[src/rtl/minmax_window_if.sv]
// Stream interface for minmax_window: sample input, report output and clear.
// The index ports exist only when MINMAX_INDEX_EN is defined.
interface minmax_window_if #(
   parameter int DATAWIDTH = 16,
   parameter int CNTW      = 4
);
   logic                 clear;
   logic                 in_valid;
   logic                 in_ready;
   logic [DATAWIDTH-1:0] in_data;
   logic [DATAWIDTH-1:0] thr;
   logic                 out_valid;
   logic                 out_ready;
   logic [DATAWIDTH-1:0] out_min;
   logic [DATAWIDTH-1:0] out_max;
   logic [CNTW-1:0]      out_above;
`ifdef MINMAX_INDEX_EN
   logic [CNTW-1:0]      out_min_idx;
   logic [CNTW-1:0]      out_max_idx;
`endif

   // Producer/consumer side.
   modport master (
      output clear, in_valid, in_data, thr, out_ready,
      input  in_ready, out_valid, out_min, out_max, out_above
`ifdef MINMAX_INDEX_EN
      , input out_min_idx, out_max_idx
`endif
   );

   // Statistics block side.
   modport slave (
      input  clear, in_valid, in_data, thr, out_ready,
      output in_ready, out_valid, out_min, out_max, out_above
`ifdef MINMAX_INDEX_EN
      , output out_min_idx, out_max_idx
`endif
   );
endinterface

[src/rtl/minmax_window.sv]
// Windowed min/max/above-threshold statistics over WINDOW unsigned samples.
// Optional MINMAX_INDEX_EN adds the in-window position of the min and max.
module minmax_window #(
   parameter int DATAWIDTH = 16,
   parameter int WINDOW    = 8
) (
   input  logic           clk,
   input  logic           rst_n,
   minmax_window_if.slave bus
);
   localparam int CNTW = $clog2(WINDOW + 1);
   localparam logic [CNTW-1:0] LAST = CNTW'(WINDOW - 1);

   typedef enum logic {ACCUM, REPORT} state_t;

   state_t               state_q, state_d;
   logic [CNTW-1:0]      cnt_q;
   logic [DATAWIDTH-1:0] min_q, max_q, out_min_q, out_max_q;
   logic [CNTW-1:0]      above_q, out_above_q;

   logic                 accept, first, last, lt_min, gt_max, gt_thr;
   logic [DATAWIDTH-1:0] min_nx, max_nx;
   logic [CNTW-1:0]      above_nx;

`ifdef MINMAX_INDEX_EN
   logic [CNTW-1:0]      min_idx_q, max_idx_q, out_min_idx_q, out_max_idx_q;
   logic [CNTW-1:0]      min_idx_nx, max_idx_nx;
`endif

   // NOTE: every always_comb output gets a default first, so no path leaves it unassigned (no latch).
   always_comb begin
      accept   = bus.in_valid && (state_q == ACCUM);
      first    = (cnt_q == '0);
      last     = (cnt_q == LAST);
      lt_min   = bus.in_data < min_q;
      gt_max   = bus.in_data > max_q;
      gt_thr   = bus.in_data > bus.thr;
      // Strict compares: a tie keeps the earlier sample.
      min_nx   = (first || lt_min) ? bus.in_data : min_q;
      max_nx   = (first || gt_max) ? bus.in_data : max_q;
      above_nx = (first ? '0 : above_q) + CNTW'(gt_thr);
`ifdef MINMAX_INDEX_EN
      min_idx_nx = first ? '0 : (lt_min ? cnt_q : min_idx_q);
      max_idx_nx = first ? '0 : (gt_max ? cnt_q : max_idx_q);
`endif
   end

   always_comb begin
      state_d = state_q;
      if (bus.clear) begin
         state_d = ACCUM;
      end else begin
         case (state_q)
            ACCUM:   if (accept && last) state_d = REPORT;
            REPORT:  if (bus.out_ready)  state_d = ACCUM;
            default: state_d = ACCUM;
         endcase
      end
   end

   // NOTE: sequential state uses non-blocking assignments so every register samples pre-edge values.
   always_ff @(posedge clk or negedge rst_n) begin
      if (!rst_n) state_q <= ACCUM;
      else        state_q <= state_d;
   end

   always_ff @(posedge clk or negedge rst_n) begin
      if (!rst_n) begin
         cnt_q       <= '0;
         min_q       <= '0;
         max_q       <= '0;
         above_q     <= '0;
         out_min_q   <= '0;
         out_max_q   <= '0;
         out_above_q <= '0;
`ifdef MINMAX_INDEX_EN
         min_idx_q     <= '0;
         max_idx_q     <= '0;
         out_min_idx_q <= '0;
         out_max_idx_q <= '0;
`endif
      end else if (bus.clear) begin
         // Accumulators need no wipe: the next first sample overwrites them.
         cnt_q <= '0;
      end else if (accept) begin
         cnt_q   <= last ? '0 : cnt_q + CNTW'(1);
         min_q   <= min_nx;
         max_q   <= max_nx;
         above_q <= above_nx;
`ifdef MINMAX_INDEX_EN
         min_idx_q <= min_idx_nx;
         max_idx_q <= max_idx_nx;
`endif
         if (last) begin
            out_min_q   <= min_nx;
            out_max_q   <= max_nx;
            out_above_q <= above_nx;
`ifdef MINMAX_INDEX_EN
            out_min_idx_q <= min_idx_nx;
            out_max_idx_q <= max_idx_nx;
`endif
         end
      end
   end

   assign bus.in_ready  = (state_q == ACCUM);
   assign bus.out_valid = (state_q == REPORT);
   assign bus.out_min   = out_min_q;
   assign bus.out_max   = out_max_q;
   assign bus.out_above = out_above_q;
`ifdef MINMAX_INDEX_EN
   assign bus.out_min_idx = out_min_idx_q;
   assign bus.out_max_idx = out_max_idx_q;
`endif
endmodule

[src/flat_wrapper.sv]
// flat-port wrapper written by rule: the top's interface ports become plain ports
module minmax_window_flat 
#(
   parameter int DATAWIDTH = 16,
   parameter int WINDOW    = 8
)
  (clk, rst_n, bus_clear, bus_in_valid, bus_in_data, bus_thr, bus_out_ready, bus_in_ready, bus_out_valid, bus_out_min, bus_out_max, bus_out_above);
  minmax_window_if #(.DATAWIDTH(DATAWIDTH), .CNTW((4))) bus_i ();
  input  logic clk;
  input  logic rst_n;
  input wire logic [$bits(bus_i.clear)-1:0] bus_clear;
  input wire logic [$bits(bus_i.in_valid)-1:0] bus_in_valid;
  input wire logic [$bits(bus_i.in_data)-1:0] bus_in_data;
  input wire logic [$bits(bus_i.thr)-1:0] bus_thr;
  input wire logic [$bits(bus_i.out_ready)-1:0] bus_out_ready;
  output wire logic [$bits(bus_i.in_ready)-1:0] bus_in_ready;
  output wire logic [$bits(bus_i.out_valid)-1:0] bus_out_valid;
  output wire logic [$bits(bus_i.out_min)-1:0] bus_out_min;
  output wire logic [$bits(bus_i.out_max)-1:0] bus_out_max;
  output wire logic [$bits(bus_i.out_above)-1:0] bus_out_above;
  assign bus_i.clear = bus_clear;
  assign bus_i.in_valid = bus_in_valid;
  assign bus_i.in_data = bus_in_data;
  assign bus_i.thr = bus_thr;
  assign bus_i.out_ready = bus_out_ready;
  assign bus_in_ready = bus_i.in_ready;
  assign bus_out_valid = bus_i.out_valid;
  assign bus_out_min = bus_i.out_min;
  assign bus_out_max = bus_i.out_max;
  assign bus_out_above = bus_i.out_above;
  minmax_window #(.DATAWIDTH(DATAWIDTH), .WINDOW(WINDOW)) u_core (.clk(clk), .rst_n(rst_n), .bus(bus_i));
endmodule
[config.mk]
export PLATFORM = sky130hd
export DESIGN_NAME = minmax_window_flat
export DESIGN_NICKNAME = d
export VERILOG_FILES = /design/src/rtl/minmax_window_if.sv /design/src/rtl/minmax_window.sv /design/src/flat_wrapper.sv
export SDC_FILE = /design/constraint.sdc
export NUM_CORES = 1
export LEC_CHECK = 0
export CAP_MARGIN = 20
export CORE_ASPECT_RATIO = 1.2
export CORE_UTILIZATION = 49
export CTS_CLUSTER_DIAMETER = 150
export DETAILED_ROUTE_END_ITERATION = 8
export PLACE_DENSITY = 0.77
export SETUP_SLACK_MARGIN = 0.05
export SLEW_MARGIN = 10
export SYNTH_ARGS = -nofsm -noshare
export SYNTH_HDL_FRONTEND = slang
export SYNTH_SLANG_ARGS = --single-unit
[constraint.sdc]
create_clock -name clk -period 2.4 [get_ports clk]
set_input_delay 0.48 -clock clk [delete_from_list [all_inputs] [get_ports clk]]
set_output_delay 0.48 -clock clk [all_outputs]
set_load 0.005 [all_outputs]
After elaboration in Yosys (flattened, before gate mapping)
Index checks and enable logic that the tools add are counted.

Muxes and demuxes: 10. Magnitude comparators: 3. Equal/unequal tests: 1. Reduce and logical (&&, ||, !) cells: 8. $add $sub $neg: 2. Bitwise operators: 2.

Operator list (count): 16-bit greater-than comparator (2); 16-bit 2-to-1 mux (2); 16-bit less-than comparator (1); 4-bit 2-to-1 mux (4); 4-bit by 1-bit adder with 4-bit output (1); 4-bit by 1-bit adder with 4-bit output, second input constant (1); 4-bit by 3-bit == test with 1-bit output, second input constant (1); 4-bit zero test (1); 1-bit 2-to-1 mux (3); 3-bit AND reduction (1); 1-bit logical AND (2); 1-bit logical OR (2); 1-bit NOT (2); 1-bit one-hot mux with 2 select lines (1); 2-bit AND reduction (1); 2-bit nonzero test (1).

Register bits after elaboration: 77. Logic and storage cells: 34. Output and inout port bits: 38. Input port bits: 37.

Depth between registers and ports, before layout
Gate-level depths: netlist of the first run.

Word-level depth: 6. Gate-level depth with buffers: 14. Depth with buffers taken out: 14.

Worst setup path before layout of the first run
Ideal clock, no wire load.

Kind: in2reg. Start: input port bus_in_data[15]. End: register u_core.min_q[10]. Data arrival time: 2.584 ns. Cell stages on the path: 9. Buffers on the path: 2. Data required time: 2.275 ns. Setup time: 0.125 ns. Slack: -0.309 ns. Cells stage by stage: ha_1 -> a21oi_1 -> o21ai_0 -> a2111o_1 -> o311a_1 -> buf_6 -> nor3_4 -> buf_12 -> mux2_4.

Longest elaborated chain between the ends: 3.

Ends and longest elaborated chain: start, declared (RTL line flat_wrapper.sv:13) `input wire logic [$bits(bus_i.in_data)-1:0] bus_in_data;`; 16-bit less-than comparator (RTL line minmax_window.sv:35) `lt_min = bus.in_data < min_q;`; 1-bit logical OR (RTL line minmax_window.sv:39) `min_nx = (first || lt_min) ? bus.in_data : min_q;`; 16-bit 2-to-1 mux (RTL line minmax_window.sv:39); end signal, assigned (RTL line minmax_window.sv:87) `min_q <= min_nx;`; end, declared (RTL line minmax_window.sv:18) `logic [DATAWIDTH-1:0] min_q, max_q, out_min_q, out_max_q;`.

No other way between the ends. A chain may end at the register's enable or synchronous reset.

Final worst setup path of the first run
Start: input port bus_thr[6]. End: register u_core.above_q[3].

Longest elaborated chain between the ends: 2.

Ends and longest elaborated chain: start, declared (RTL line flat_wrapper.sv:14) `input wire logic [$bits(bus_i.thr)-1:0] bus_thr;`; 16-bit greater-than comparator (RTL line minmax_window.sv:37) `gt_thr = bus.in_data > bus.thr;`; 4-bit by 1-bit adder with 4-bit output (RTL line minmax_window.sv:41) `above_nx = (first ? '0 : above_q) + CNTW'(gt_thr);`; end signal, assigned (RTL line minmax_window.sv:89) `above_q <= above_nx;`; end, declared (RTL line minmax_window.sv:19) `logic [CNTW-1:0] above_q, out_above_q;`.

No other way between the ends.

==> qor.txt, run 1 <==
root buffer selected by CTS - clkbuf_8
PwrDens - 611 nW/um2
1st-pass router iterations - 5
Syn Inst Count - 462
Starting Density - 50.6%
Slowest cell on crit path - clkdlybuf4s50_1
switching power - 0.00140 W
Synth Flop Type - dfrtp_1
Avg Synthesized Cell Area - 9.95 um2
Worst R2R Start - u_core.min_q[1]$_DFFE_PN0P_
Req. time, crit path - 2.65 ns
#FFs+latches synth - 77
critical-path cell list - clkdlybuf4s50_1 -> inv_2 -> ha_4 -> nand4_1 -> nor4_4 -> nor3_2 -> ha_2 -> nand3_2 -> xor2_1 -> a21oi_2 -> mux2_4
Yosys top cell area share - 41.9%
min Tclk post-route - 2.49 ns
H-tree depth - 3
worst-margin pin slew - 0.548 ns
GRT overflow - 0
routed len/inst - 19.4 um
Crit Path Class - in -> reg
failing checks - setup timing
# diodes - 0
CTS tree - built
max cap viols - 0
Buf+Inv Stages, Crit Path - 2
Worst IR Drop VDD - 0.427 mV
delay-heaviest family, CP - simple AND/OR/NAND/NOR gates
Synth area leaders - dfrtp_1 (42%), ha_1 (14%), mux2_2 (6.1%), o21ai_0 (4.1%), inv_1 (4.1%)
area delta synth->final - 53.9%
Nets - 725
RSZ-0062 raised after global routing - yes
crit-path max FO - 2
Worst Skew - 0.00787 ns
initial antenna violation count - 0
DIE WIDTH - 90.4 um
area leader, netlist - dfrtp_1
port bufs - 74
Post-Syn Area - 4600 um2
clock network fraction of design power - 26.0%
GPL Wtd Cong - 0.906
number of cells on the critical path - 11
Post-synth ARST share - 100%
Gate power share - 38.3%
sequential-to-total area share from yosys stat - 41.9%
post-route setup slack - -0.0902 ns
Synth cell types - 42
vias per cell - 5.83
outcome - finished, violations left
drt total wl - 14800 um
vias in the first global route - 4372
Setup-failing EPs final - 27
DP Wirelength - 8680 um
Worst Hold Class - in -> async
Power Internal - 0.00292 W
Fillers - 519
CTS max path bufs - 2
DRT iter0 DRCs - 243
period utilisation layout - 104%
Cell Area, Placed - 6060 um2
total I/O pin count - 75
final instance area - 7070 um2
Static Leak - 3.29 nW
share of layout cells above drive strength 1 - 39.1%
number of synthesized flops with an enable pin - 0
core area - 9080 um2
Worst R2R Path Depth - 8
switch share - 32.3%
Post-route DRC - 0
row cnt - 38
vias after detailed routing - 4442
CTS Buf Count - 9
RR Endpoint - u_core.min_q[4]$_DFFE_PN0P_
Slew Limit Fails - 0
clk_lat worst skew - 0.37 ns
yosys warns - 0
Die Area - 9770 um2
first-pass GRT wire length - 20800 um
largest net degree at the start of global routing - 41
element type at the critical path end - flop
Max-slew headroom - 63.5%
CTS hold repair buffers - 0
post-route ant nets - 0
total count of hold-check failures in the final report - 0
net count after synthesis - 550
worst path arrival time - 2.74 ns
CP startpoint kind - primary input
clock sink count - 77
Worst R2R Setup Slack - -0.06 ns
Reg clk slew, reported paths - 0.08 ns
CP max stage delay - 0.48 ns
Die H - 108 um
Max Clk Rate - 0.402 GHz
register share of total power - 35.7%
All-Layer GR Usage - 27.7%
pre-CTS setup slack - -1.15 ns
-- registers in the layout, summed over array words and instances (netlist names) --
name / cells
u_core.above_q: 4
u_core.bus.out_above: 4
u_core.bus.out_max: 16
u_core.bus.out_min: 16
u_core.bus.out_valid: 1
u_core.cnt_q: 4
u_core.max_q: 16
u_core.min_q: 16
-- how the worst max path moves through the flow --
stage | slack [ns] | end | start
floorplan | -0.14 | u_core.min_q[10]$_DFFE_PN0P_ | bus_in_data[9]
global placement | -1.07 | u_core.min_q[2]$_DFFE_PN0P_ | bus_in_data[1]
detailed placement | -1.15 | u_core.min_q[3]$_DFFE_PN0P_ | bus_in_data[1]
CTS | -0.02 | u_core.min_q[10]$_DFFE_PN0P_ | u_core.min_q[9]$_DFFE_PN0P_
global route | -0.12 | u_core.min_q[4]$_DFFE_PN0P_ | u_core.min_q[15]$_DFFE_PN0P_
finish | -0.09 | u_core.above_q[3]$_DFFE_PN0P_ | bus_thr[6]
-- through the flow --
step                      utilization, %  hold WS, ns  TNS (ns)  cells  total power [W]
after CTS                           74.0       0.0869   -0.0870    742          0.00402
after floorplan                        -        0.184     -1.51    462          0.00228
after global routing                77.9        0.104     -2.73    762          0.00452
final                               77.9       0.0818    -0.909    762          0.00432
after global placement              66.7        0.461    -53.75    701          0.00272
after detailed placement            66.7        0.466    -55.83    701          0.00278
-- cell families after synthesis --
kind of cell	synth area share, %
flip-flops	41.9
XOR/XNOR	0.572
adder cells (fa/ha/maj)	13.9
buffers and inverters	6.04
multiplexers	12.9
AND/OR/NAND/NOR	12.3
AO/OA/AOI/OAI	12.4
-- placed cells by master, fill, tap and decap left out, drive strengths merged, types with 2 or more instances in the layout --
| cell type | count |
|---|---|
| a2111oi | 2 |
| a21o | 7 |
| a21oi | 21 |
| a31oi | 14 |
| and2 | 2 |
| buf | 121 |
| bufinv | 2 |
| clkbuf | 11 |
| clkdlybuf4s15 | 8 |
| clkdlybuf4s50 | 42 |
| clkinvlp | 2 |
| dfrtp | 77 |
| dlygate4sd2 | 8 |
| dlymetal6s2s | 2 |
| ha | 51 |
| inv | 50 |
| mux2 | 35 |
| mux2i | 16 |
| nand2 | 39 |
| nand3 | 23 |
| nand4 | 12 |
| nor2 | 26 |
| nor2b | 3 |
| nor3 | 4 |
| nor4 | 3 |
| o211ai | 4 |
| o21ai | 38 |
| or3 | 2 |
| xor2 | 3 |
-- metal layers --
layer / up-vias / routed length, um / global-route usage (%)
li1: 2000 / - / -
met1: 2174 / 5470 / 30.4
met2: 202 / 7890 / 50.9
met3: 66 / 718 / 5.20
met4: 0 / 744 / 14.6
met5: - / 0 / 0
-- power groups by stage --
stage | sequential, W | combinational [W] | clock [W]
after global routing | 0.00155 | 0.00179 | 0.00118
after global placement | 0.00154 | 0.00117 | 0
final | 0.00154 | 0.00165 | 0.00112
after CTS | 0.00153 | 0.00136 | 0.00113
after floorplan | 0.00153 | 0.000750 | 0
after detailed placement | 0.00155 | 0.00123 | 0
-- timing repair --
item	in CTS	in global routing
endpoints found under the setup margin	72	68
pin swaps	39	23
cloned	1	0
buffers inserted	24	20
resized for setup	135	50
-- layout make-up --
type | count | area (um2) | area share [%]
clock inverters | 5 | 83.8 | 1.19
well taps | 120 | 150 | 2.12
flip-flops and latches | 77 | 1930 | 27.2
repair buffers | 181 | 1610 | 22.8
multi-input cells | 318 | 2970 | 42.0
clock buffers | 11 | 141 | 2.00
inverters | 50 | 188 | 2.65
-- synth_stat cells (4+ instances only) --
library cell / n
dfrtp_1: 77
mux2i_1: 16
nand2_1: 39
a21oi_1: 21
inv_1: 50
o21ai_0: 38
a21o_1: 7
nand4_1: 12
a31oi_1: 14
mux2_2: 25
nand3_1: 23
mux2_4: 10
clkbuf_1: 13
o211ai_1: 4
nor2_1: 26
ha_1: 51
Power figures use the tool's default switching activity.
==> run 2, diff against run 1 <==
--- a/config.mk
+++ b/config.mk
@@ -5,7 +5,7 @@
 export SDC_FILE = /design/constraint.sdc
 export NUM_CORES = 1
 export LEC_CHECK = 0
-export CAP_MARGIN = 20
+export ABC_AREA = 1
 export CORE_ASPECT_RATIO = 1.2
 export CORE_UTILIZATION = 49
 export CTS_CLUSTER_DIAMETER = 150
==> run 2 against run 1 <==
The run now ends clean. Register-to-register slack gained 0.52 ns. Clock skew decreased by 0.0022 ns. Cell area is 8.4% lower. Critical path depth is the same. Total power fell by 3.6%. Setup slack better by 0.11 ns. Fmax is 4.6% higher. Non-clock buffer count down 71. Critical endpoint is now u_core.bus.out_above[2]$_DFFE_PN0P_.
==> qor.txt, run 2 <==
Nets - 815
share of layout cells above drive strength 1 - 17.7%
Worst IR Drop VDD - 0.400 mV
area delta synth->final - 33.7%
net count after synthesis - 717
Worst Hold Class - in -> async
total I/O pin count - 75
clock sink count - 77
row cnt - 39
Post-synth ARST share - 100%
Avg Synthesized Cell Area - 7.71 um2
#FFs+latches synth - 77
pre-CTS setup slack - -0.536 ns
Synth Flop Type - dfrtp_1
DP Wirelength - 9020 um
post-route ant nets - 0
Max Clk Rate - 0.420 GHz
yosys warns - 0
# diodes - 0
DRT iter0 DRCs - 309
GRT overflow - 0
vias in the first global route - 4892
crit-path max FO - 2
Synth top cells by count - nand2_1 (194), nand3_1 (106), inv_1 (79)
worst path arrival time - 2.57 ns
cell total after placement - 839
CTS max path bufs - 2
Worst Skew - 0.00567 ns
Reg clk slew, reported paths - 0.06 ns
Post-route DRC - 0
Worst R2R Setup Slack - 0.46 ns
CTS tree - built
sequential-to-total area share from yosys stat - 39.7%
vias per cell - 5.40
Post-Syn Area - 4850 um2
clk_lat worst skew - 0.34 ns
GPL Wtd Cong - 0.845
initial antenna violation count - 0
total count of hold-check failures in the final report - 0
All-Layer GR Usage - 27.0%
DIE WIDTH - 92.8 um
most common cell in the netlist - nand2_1
final instance area - 6480 um2
Die H - 111 um
overall power - 0.00416 W
RSZ-0062 raised after global routing - yes
max cap viols - 0
RR Endpoint - u_core.bus.out_min[12]$_DFFE_PN0P_
H-tree depth - 3
area leader, netlist - dfrtp_1
1st-pass router iterations - 5
routed len/inst - 15.3 um
most common cell after layout, fill and taps aside - nand2_1
number of synthesized flops with an enable pin - 0
Starting Density - 50.7%
setup bufs post-CTS - 0
post-route setup slack - 0.0203 ns
vias after detailed routing - 4606
Die Area - 10300 um2
first-pass GRT wire length - 21900 um
worst-margin pin slew - 0.716 ns
Static Leak - 3.49 nW
drt total wl - 13100 um
min Tclk post-route - 2.38 ns
Max-slew headroom - 52.2%
largest net degree at the start of global routing - 40
Setup-failing EPs final - 0
Synth cell types - 34
outcome - completed
Crit Path Class - in -> reg
Syn Inst Count - 629
Fin Setup TNS - 0 ns
Cell Area, Placed - 5880 um2
most frequent cells in the layout - nand2_1 (191), nand3_1 (104), dfrtp_1 (77), inv_1 (67), clkdlybuf4s50_1 (50)
Worst R2R Path Depth - 8
root buffer selected by CTS - clkbuf_16
Worst R2R Start - u_core.cnt_q[0]$_DFFE_PN0P_
element type at the critical path end - flop
Slew Limit Fails - 0
core area - 9560 um2
period utilisation layout - 99.2%
Synth area leaders - dfrtp_1 (40%), nand2_1 (15%), ha_1 (13%), nand3_1 (11%), inv_1 (6.1%)
Yosys top cell area share - 39.7%
port bufs - 74
CP startpoint kind - primary input
Setup crit start - bus_thr[8]
Req. time, crit path - 2.59 ns
PwrDens - 642 nW/um2
Post-Layout Cell Count - 853
CTS Buf Count - 9
-- run 2: through the flow --
step           hold slack, ns  util, %
4_1_cts                 0.145     65.9
3_5_place_dp            0.464     61.5
6_report                0.117     67.8
2_1_floorplan           0.184        -
3_3_place_gp            0.462     61.5
5_1_grt                 0.155     67.8
-- run 2: cells by family after synthesis --
logic type               synth area share (%)
AO/OA/AOI/OAI                            4.10
XOR/XNOR                                0.723
adder cells (fa/ha/maj)                  13.2
buffers and inverters                    9.67
flip-flops                               39.7
AND/OR/NAND/NOR                          32.6
-- run 2: worst max path at each step --
stage,endpoint,cells after the start
2_1_floorplan,u_core.bus.out_above[2]$_DFFE_PN0P_,10
3_3_place_gp,u_core.bus.out_above[2]$_DFFE_PN0P_,10
3_5_place_dp,u_core.bus.out_above[2]$_DFFE_PN0P_,10
6_report,u_core.bus.out_above[2]$_DFFE_PN0P_,11
4_1_cts,u_core.bus.out_above[2]$_DFFE_PN0P_,11
5_1_grt,u_core.bus.out_above[2]$_DFFE_PN0P_,11
-- run 2: power by group --
group | internal [W] | total [W] | leakage [nW] | switching, W
combinational | 0.000487 | 0.00124 | 2.32 | 0.000749
clock | 0.000895 | 0.00142 | 0.147 | 0.000530
sequential | 0.00143 | 0.00150 | 1.02 | 0.0000746
-- run 2: critical path, cell delays in order --
cell,delay (ns)
clkdlybuf4s50_1,0.46
inv_1,0.04
ha_1,0.27
nand4_1,0.12
nor2_2,0.24
nor4b_4,0.33
a21oi_4,0.07
ha_4,0.18
ha_4,0.15
xor2_2,0.15
o21ai_1,0.08
-- run 2: timing repair --
action                                  in CTS  in global routing
resized for setup                           24                 47
endpoints found under the setup margin       8                 33
hold buffers                                 0                  0
pin swaps                                   16                 14
-- run 2: cell type report --
| type | instances | area (um2) |
|---|---|---|
| fillers | 795 | 3080 |
| multi-input cells | 443 | 2710 |
| flip-flops and latches | 77 | 1930 |
| repair buffers | 110 | 1060 |
| inverters | 86 | 323 |
| clock buffers | 9 | 225 |
| well taps | 123 | 154 |
| clock inverters | 5 | 77.6 |
-- run 2: metal layers --
layer,vias to the layer above,global-route usage (%),share of wire [%]
li1,2205,-,-
met1,2192,31.8,40
met2,168,45.9,50
met3,41,5.76,5.7
met4,0,13.2,3.7
met5,-,0,0
==> run 3, diff against run 2 <==
--- a/config.mk
+++ b/config.mk
@@ -11,6 +11,7 @@
 export CTS_CLUSTER_DIAMETER = 150
 export DETAILED_ROUTE_END_ITERATION = 8
 export PLACE_DENSITY = 0.77
+export RECOVER_POWER = 25
 export SETUP_SLACK_MARGIN = 0.05
 export SLEW_MARGIN = 10
 export SYNTH_ARGS = -nofsm -noshare
==> run 3 against run 2 <==
Setup slack better by 0.0035 ns. Clock power about the same. Die area did not move. Cell count stayed put. Critical path depth stayed put. Non-clock buffer count stayed put. Register-to-register slack about the same. Combinational power is essentially flat. Sequential share of layout area grew 0.081 points. Via count is 0.20% higher. Total power fell by 0.20%. Largest cell class unchanged. Largest power group unchanged.
==> qor.txt, run 3 (synthesis results as in run 2) <==
Post-route DRC - 0
drt total wl - 13100 um
Max Clk Rate - 0.421 GHz
Max-slew headroom - 29.9%
Worst R2R Setup Slack - 0.46 ns
share of layout cells above drive strength 1 - 17.7%
CTS tree - built
Worst Hold Class - in -> async
vias per cell - 5.41
period utilisation layout - 99.0%
element type at the critical path end - flop
overall power - 0.00416 W
final instance area - 6460 um2
Reg clk slew, reported paths - 0.06 ns
Post-Layout Cell Count - 853
CTS Buf Count - 9
crit-path max FO - 2
Cell Area, Placed - 5880 um2
core area - 9560 um2
RR Endpoint - u_core.bus.out_min[12]$_DFFE_PN0P_
outcome - completed
Die Area - 10300 um2
most frequent cells in the layout - nand2_1 (191), nand3_1 (104), dfrtp_1 (77), inv_1 (67), clkdlybuf4s50_1 (50)
M1 wire length - 5340 um
post-route ant nets - 0
Worst R2R Start - u_core.cnt_q[0]$_DFFE_PN0P_
row cnt - 39
Starting Density - 50.7%
total count of hold-check failures in the final report - 0
routed len/inst - 15.4 um
CTS max path bufs - 2
area delta synth->final - 33.3%
Nets - 815
end point of the critical path - u_core.bus.out_above[2]$_DFFE_PN0P_
Fin Setup TNS - 0 ns
largest net degree at the start of global routing - 40
Worst R2R Path Depth - 8
Slew Limit Fails - 0
1st-pass router iterations - 6
GRT overflow - 0
Worst Skew - 0.00322 ns
GPL Wtd Cong - 0.845
worst path arrival time - 2.57 ns
All-Layer GR Usage - 27.0%
vias in the first global route - 4892
DRT iter0 DRCs - 260
Req. time, crit path - 2.59 ns
PwrDens - 643 nW/um2
cell total after placement - 839
first-pass GRT wire length - 21900 um
uppermost layer routed - met4
Setup-failing EPs final - 0
H-tree depth - 3
clk_lat worst skew - 0.34 ns
min Tclk post-route - 2.38 ns
vias after detailed routing - 4615
Fillers - 796
post-route setup slack - 0.0238 ns
Setup crit start - bus_thr[8]
# diodes - 0
met3 WL - 686 um
setup bufs post-CTS - 0
DP Wirelength - 9020 um
root buffer selected by CTS - clkbuf_16
total I/O pin count - 75
pre-CTS setup slack - -0.536 ns
Static Leak - 3.48 nW
WL met2 - 6540 um
CP startpoint kind - primary input
max cap viols - 0
DIE WIDTH - 92.8 um
initial antenna violation count - 0
Worst IR Drop VDD - 0.399 mV
Die H - 111 um
port bufs - 74
RSZ-0062 raised after global routing - yes
worst-margin pin slew - 1.05 ns
Crit Path Class - in -> reg
clock sink count - 77
most common cell after layout, fill and taps aside - nand2_1
-- run 3: changes by cell type in the layout (fill, tap and decap cells not counted), sizes merged --
cell / previous run / this run
buf: 37 / 35
clkbuf: 9 / 11
-- run 3: worst max-delay path, cell delays in order --
cell and delay, ns:
clkdlybuf4s50_1 0.46, inv_1 0.04, ha_1 0.27, nand4_1 0.12, nor2_2 0.24, nor4b_4 0.33, a21oi_4 0.07, ha_4 0.18
ha_4 0.15, xor2_2 0.14, o21ai_1 0.08
-- run 3: cell type report --
cell class,count,area [um2],share of cell area (%)
tap,123,154,2.38
sequential,77,1930,29.8
clock buffer,9,225,3.48
inverter,86,323,4.99
timing repair buffer,110,1050,16.2
multi-input combinational,443,2710,42.0
clock inverter,5,77.6,1.20
-- run 3: how the worst min path moves through the flow --
stage                                             startpoint                                 end  slack (ns)  depth (start not counted)
after floorplan                                        rst_n       u_core.above_q[0]$_DFFE_PN0P_        0.18                          0
after global placement           u_core.min_q[6]$_DFFE_PN0P_         u_core.min_q[6]$_DFFE_PN0P_        0.46                          2
final                                                  rst_n   u_core.bus.out_max[5]$_DFFE_PN0P_        0.30                          1
after detailed placement  u_core.bus.out_max[12]$_DFFE_PN0P_  u_core.bus.out_max[12]$_DFFE_PN0P_        0.46                          2
after CTS                                              rst_n   u_core.bus.out_max[5]$_DFFE_PN0P_        0.14                          1
after global routing                                   rst_n         u_core.min_q[0]$_DFFE_PN0P_        0.37                          1
-- run 3: layer usage --
layer,vias to the layer above,track usage (%)
li1,2206,-
met1,2191,31.8
met2,170,45.9
met3,48,5.76
met4,0,13.2
met5,-,0
-- run 3: timing repair --
| action | in CTS | in global routing |
|---|---|---|
| resized for setup | 24 | 47 |
| setup endpoints to repair | 8 | 33 |
| pin swaps | 16 | 14 |
| hold buffers | 0 | 0 |
-- run 3: power breakdown --
part / internal, W / total (W) / switching (W)
sequential: 0.00143 / 0.00150 / 0.0000743
clock: 0.000895 / 0.00142 / 0.000525
combinational: 0.000484 / 0.00123 / 0.000749
-- run 3: metrics by stage --
stage	hold slack, ns	util (%)
5_1_grt	0.374	67.6
2_1_floorplan	0.184	-
3_5_place_dp	0.464	61.5
6_report	0.302	67.6
4_1_cts	0.145	65.9
3_3_place_gp	0.462	61.5
